--- src/rtl/conv1d_mac_if.sv ---
`default_nettype none
// +--------------------------------------------------------------------------+
// | conv1d_mac_if : kernel-load, sample-in and result-out signals.           |
// | Rev 1.0                                                                  |
// +--------------------------------------------------------------------------+
interface conv1d_mac_if #(
  parameter int DATA_W = 32
);
  logic [DATA_W-1:0] k_data;
  logic              k_ready;
  logic              clear;
  logic [DATA_W-1:0] s_data;
  logic              s_valid;
  logic              s_ready;
  logic [DATA_W-1:0] m_data;
  logic              m_valid;
  logic              m_ready;
  logic              busy_load;

  modport slave (
    input  k_data, k_ready, clear, s_data, s_valid, m_ready,
    output s_ready, m_data, m_valid, busy_load
  );

  modport master (
    output k_data, k_ready, clear, s_data, s_valid, m_ready,
    input  s_ready, m_data, m_valid, busy_load
  );
endinterface
`default_nettype wire

--- src/rtl/conv1d_mac.sv ---
`default_nettype none
// +--------------------------------------------------------------------------+
// | conv1d_mac : 3-tap streaming 1-D convolution, kernel loaded at start-up. |
// | Define CONV1D_MAC_SAT_EN to saturate the result instead of wrapping.     |
// | Rev 1.0                                                                  |
// +--------------------------------------------------------------------------+
module conv1d_mac #(
  parameter int DATA_W = 32,
  parameter int TAPS   = 3
) (
  input  logic            clk,
  input  logic            reset,
  conv1d_mac_if.slave     bus
);

  localparam int PROD_W = 2 * DATA_W;
  localparam int SUM_W  = 2 * DATA_W + 2;

  typedef enum logic [1:0] {
    IDLE = 2'd0,
    LOAD = 2'd1,
    RUN  = 2'd2
  } state_t;

  state_t state, state_next;

  logic [1:0]               idx;
  logic [1:0]               fill;
  logic signed [DATA_W-1:0] coef [TAPS];
  logic signed [DATA_W-1:0] x0, x1, x2;
  logic [DATA_W-1:0]        out_data;
  logic                     out_valid;

  logic                     loading;
  logic                     accept;
  logic                     s_ready_int;
  logic signed [PROD_W-1:0] p0, p1, p2;
  logic signed [SUM_W-1:0]  sum;
  logic [DATA_W-1:0]        result;
  logic                     unused_bits;

  always_comb begin
    state_next = state;
    case (state)
      IDLE:    if (bus.k_ready) state_next = LOAD;
      LOAD:    if (bus.k_ready && idx == 2'd2) state_next = RUN;
      default: state_next = RUN;
    endcase
  end

  assign loading       = (state != RUN);
  assign s_ready_int   = (state == RUN) && (!out_valid || bus.m_ready) && !bus.clear;
  assign accept        = bus.s_valid && s_ready_int;
  assign bus.s_ready   = s_ready_int;
  assign bus.busy_load = loading;
  assign bus.m_data    = out_data;
  assign bus.m_valid   = out_valid;

  always_ff @(posedge clk or negedge reset) begin
    if (!reset) begin
      state <= IDLE;
      idx   <= 2'd0;
      for (int i = 0; i < TAPS; i++) coef[i] <= '0;
    end else begin
      state <= state_next;
      if (loading && bus.k_ready) begin
        for (int i = 0; i < TAPS; i++) begin
          if (idx == i[1:0]) coef[i] <= $signed(bus.k_data);
        end
        idx <= idx + 2'd1;
      end
    end
  end

  // The incoming sample is x[n]; x0/x1 still hold x[n-1]/x[n-2] until the edge.
  assign p0  = coef[0] * $signed(bus.s_data);
  assign p1  = coef[1] * x0;
  assign p2  = coef[2] * x1;
  assign sum = SUM_W'(p0) + SUM_W'(p1) + SUM_W'(p2);

`ifdef CONV1D_MAC_SAT_EN
  localparam logic signed [SUM_W-1:0] SAT_MAX = {{(SUM_W-DATA_W+1){1'b0}}, {(DATA_W-1){1'b1}}};
  localparam logic signed [SUM_W-1:0] SAT_MIN = ~SAT_MAX;

  always_comb begin
    result = sum[DATA_W-1:0];
    if (sum > SAT_MAX)      result = SAT_MAX[DATA_W-1:0];
    else if (sum < SAT_MIN) result = SAT_MIN[DATA_W-1:0];
  end

  assign unused_bits = ^x2;
`else
  assign result      = sum[DATA_W-1:0];
  assign unused_bits = ^{x2, sum[SUM_W-1:DATA_W]};
`endif

  always_ff @(posedge clk or negedge reset) begin
    if (!reset) begin
      x0        <= '0;
      x1        <= '0;
      x2        <= '0;
      fill      <= 2'd0;
      out_data  <= '0;
      out_valid <= 1'b0;
    end else if (bus.clear) begin
      x0        <= '0;
      x1        <= '0;
      x2        <= '0;
      fill      <= 2'd0;
      out_valid <= 1'b0;
    end else begin
      if (accept) begin
        x2 <= x1;
        x1 <= x0;
        x0 <= $signed(bus.s_data);
        if (fill != 2'd3) fill <= fill + 2'd1;
      end
      if (accept && fill >= 2'd2) begin
        out_data  <= result;
        out_valid <= 1'b1;
      end else if (bus.m_ready) begin
        out_valid <= 1'b0;
      end
    end
  end

endmodule
`default_nettype wire

--- src/flat_wrapper.sv ---
// flat-port wrapper written by rule: the top's interface ports become plain ports
module conv1d_mac_flat 
#(
  parameter int DATA_W = 32,
  parameter int TAPS   = 3
)
  (clk, reset, bus_k_data, bus_k_ready, bus_clear, bus_s_data, bus_s_valid, bus_m_ready, bus_s_ready, bus_m_data, bus_m_valid, bus_busy_load);
  conv1d_mac_if #(.DATA_W(DATA_W)) bus_i ();
  input  logic clk;
  input  logic reset;
  input wire logic [$bits(bus_i.k_data)-1:0] bus_k_data;
  input wire logic [$bits(bus_i.k_ready)-1:0] bus_k_ready;
  input wire logic [$bits(bus_i.clear)-1:0] bus_clear;
  input wire logic [$bits(bus_i.s_data)-1:0] bus_s_data;
  input wire logic [$bits(bus_i.s_valid)-1:0] bus_s_valid;
  input wire logic [$bits(bus_i.m_ready)-1:0] bus_m_ready;
  output wire logic [$bits(bus_i.s_ready)-1:0] bus_s_ready;
  output wire logic [$bits(bus_i.m_data)-1:0] bus_m_data;
  output wire logic [$bits(bus_i.m_valid)-1:0] bus_m_valid;
  output wire logic [$bits(bus_i.busy_load)-1:0] bus_busy_load;
  assign bus_i.k_data = bus_k_data;
  assign bus_i.k_ready = bus_k_ready;
  assign bus_i.clear = bus_clear;
  assign bus_i.s_data = bus_s_data;
  assign bus_i.s_valid = bus_s_valid;
  assign bus_i.m_ready = bus_m_ready;
  assign bus_s_ready = bus_i.s_ready;
  assign bus_m_data = bus_i.m_data;
  assign bus_m_valid = bus_i.m_valid;
  assign bus_busy_load = bus_i.busy_load;
  conv1d_mac #(.DATA_W(DATA_W), .TAPS(TAPS)) u_core (.clk(clk), .reset(reset), .bus(bus_i));
endmodule
--- config.mk ---
export PLATFORM = sky130hd
export DESIGN_NAME = conv1d_mac_flat
export DESIGN_NICKNAME = d
export VERILOG_FILES = /design/src/rtl/conv1d_mac_if.sv /design/src/rtl/conv1d_mac.sv /design/src/flat_wrapper.sv
export SDC_FILE = /design/constraint.sdc
export NUM_CORES = 2
export LEC_CHECK = 0
export CAP_MARGIN = 20
export CORE_ASPECT_RATIO = 0.8
export CORE_MARGIN = 10
export CORE_UTILIZATION = 60
export DETAILED_ROUTE_END_ITERATION = 12
export PLACE_DENSITY = 0.76
export SYNTH_ARGS = -nofsm -noshare
export SYNTH_HDL_FRONTEND = slang
export SYNTH_SLANG_ARGS = --single-unit
--- constraint.sdc ---
create_clock -name clk -period 9.2 [get_ports clk]
set_input_delay 2.3 -clock clk [delete_from_list [all_inputs] [get_ports clk]]
set_output_delay 2.3 -clock clk [all_outputs]
set_load 0.03 [all_outputs]
==> results.md <==
- Yosys cell types: 55
- Crit Path Max Fanout: 6
- Main synth FF type: dfrtp_1
- Reg-to-Reg Start: u_core.coef[70]$_DFFE_PN0P_
- # setup viols final: 19
- Synth top area cells: fa_1, inv_1, ha_1
- CTS Buf Count: 17
- Most used cell, CP: fa_1
- Largest net degree at the start of global routing: 137
- DR pass1 iterations: 7
- Site row count: 100
- Most frequent cells in the layout: inv_1, fa_1, nand2_1
- Max cap viols: 0
- Clk_skew: ~0.026 ns
- DIE AREA: about 0.11 mm2
- CTS H-tree lvls: 4
- Max Root-Sink Buffers: 2
- Worst hold path class: reg -> reg
- # DRC: 0
- CP max-delay cell: fa_1
- Via density per instance: approximately 5.6
- Synthesized area per cell: about 9.4 um2
- CORE AREA: between 0.09 and 0.1 mm2
- Net Count, Synth: 7846
- Asr flop ratio synth: 1.00
- Slowest stage delay, CP: 0.58 ns
- Slew HR: 0.242
- Routed len/inst: approximately 23 um
- Period Utilization, post-route: 1.09
- Yosys top cell area share: 0.471
- Mapped Cells: ~6000
- # clock sinks: 199
- Ratio of cells with drive above 1 in the final layout: 0.126
- CTS root buffer: clkbuf_16
- Vias in the first global route: 46100
- #FFs+latches synth: between 150 and 200
- Total GRT Usage: 0.331
- Post-Route WL: around 170 mm
- Final core area utilization: 0.681
- Area Growth Syn to Fin: 12.1%
- DIE HEIGHT: approximately 300 um
- CP Launch Type: input port
- # IOs: 105
- Gr ovfl total: 0
- Post-synth EDFFs: 0
- First-pass GRT wire length: between 200 and 300 mm
- Fin. max-slew vios: 0
- Reg clk slew, reported paths: 0.10 ns
- Failing checks: setup timing
- Setup ws final: -0.855 ns
- Cell Area, Placed: around 0.061 mm2
- Crit path kind: in -> reg
- Outcome: complete, but fails checks
- RSZ-0062 raised after global routing: true
- Iter 0 DRT Violations: between 3000 and 4000
- Final Hold Vio Count: 0
- DP Wirelength: approximately 140 mm
- CP Launch Point: bus_s_data[9]
- Seq/Total Area, Yosys: 0.0877
- Max frequency: a little under 0.1 GHz
- Period minus WS final: 10.06 ns
- Nets: 8088
- Data required, critical path: roughly 9.6 ns
- Worst-margin pin slew: 1.14 ns
- Worst-Skew Late Latency: 0.56 ns
- Design Area, Final: about 0.064 mm2
- Antenna violations before repair: 4
- Hold Path Origin: u_core.bus.m_data[17]$_DFFE_PN0P_
- Number of I/O port buffers: around 100
- YS warnings: 0
- Die width: 364 um
- Routed Antenna Nets: 0
- Routed vias: about 42000
- CTS tree: built
- Worst setup EP type: flop
- Area leader, netlist: fa_1
- GPL Wtd Cong: between 0.9 and 1
- Cell Area, Synth: between 0.05 and 0.06 mm2
- Commonest non-fill, non-tap cell in the layout: inv_1
- Initial Util: 0.607
- Critical Path AT: about 10 ns
[cell usage after synthesis (all sizes together), types with 23 or more instances]
master,number
inv,1481
fa,1335
nand2,862
and2,822
ha,414
clkbuf,291
dfrtp,199
xnor2,177
o21ai,105
mux2,101
nand2b,69
xor2,41
a21oi,23
[logic make-up (layout without fill, tap and decap cells)]
logic type / count (synthesis) / after routing / share of synthesized area
AOI/OAI and AO/OA: 170 / 170 / 0.0180
xor gates and xnor gates: 219 / 219 / 0.0342
adders and majority gates: 1749 / 1749 / 0.562
buffers and inverters: 1794 / 2049 / 0.119
DFF: 199 / 199 / 0.0877
muxes: 102 / 102 / 0.0202
other: 0 / 2 / 0
and+or+nand+nor: 1794 / 1794 / 0.159
[routing by layer]
layer,up-vias,wire [um],global-route usage
li1,17600,-,-
met1,21500,63700,0.427
met2,2326,77700,0.514
met3,569,17200,0.0794
met4,4,12100,0.186
met5,-,34,0
[worst max-delay path: cells and delay by family]
family / cells / cell delay (ns)
buffers and inverters: 8 / 0.57
and+or+nand+nor: 2 / 0.25
xor gates and xnor gates: 1 / 0.16
adders and majority gates: 12 / 5.83
AOI/OAI and AO/OA: 7 / 1.36
[layout make-up]
class | instances | area [um2]
clock inverters | 14 | 203
clock buffers | 18 | 429
multi-input cells | 4034 | 45900
fillers | 6946 | 29800
flip-flops and latches | 199 | 4980
repair buffers | 536 | 5030
well taps | 1224 | 1530
diodes | 2 | 5.00
inverters | 1481 | 5560
[per-stage QoR]
step / setup WS [ns] / hold slack (ns) / instances / TNS (ns)
2_1_floorplan: -0.870 / 0.457 / 6027 / -7.73
3_3_place_gp: -1.84 / 0.460 / 7403 / -29.45
3_5_place_dp: -1.86 / 0.470 / 7403 / -31.69
4_1_cts: -0.847 / 0.488 / 7498 / -8.50
5_1_grt: -1.07 / 0.512 / 7506 / -13.82
6_report: -0.855 / 0.484 / 7508 / -9.62
[final timing paths]
kind                                                endpoint  slack, ns  cells past startpoint
min in group asynchronous  u_core.bus.m_data[21]$_DFFE_PN0P_       1.71                      1
setup reg to reg           u_core.bus.m_data[30]$_DFFE_PN0P_      -0.04                     30
max in group asynchronous          u_core.x0[25]$_DFFE_PN0P_       6.08                      2
hold reg to reg            u_core.bus.m_data[17]$_DFFE_PN0P_       0.48                      2
hold / removal             u_core.bus.m_data[17]$_DFFE_PN0P_       0.48                      2
setup / recovery           u_core.bus.m_data[31]$_DFFE_PN0P_      -0.86                     30
[registers in the layout, summed over array words and instances, names as in the netlist]
register	flops
u_core.state	2
u_core.coef	96
u_core.bus.m_data	32
u_core.idx	2
u_core.x0	32
u_core.bus.m_valid	1
u_core.x1	32
u_core.fill	2
[timing repair]
item,in CTS,in global routing
buffers inserted,61,9
pin swaps,145,69
resized for setup,275,79
gates cloned,7,0
hold buffers,0,0
endpoints found under the setup margin,22,21
Power is not shown: default switching activity piles up to over one toggle a cycle in this logic, so the estimate is an artifact.
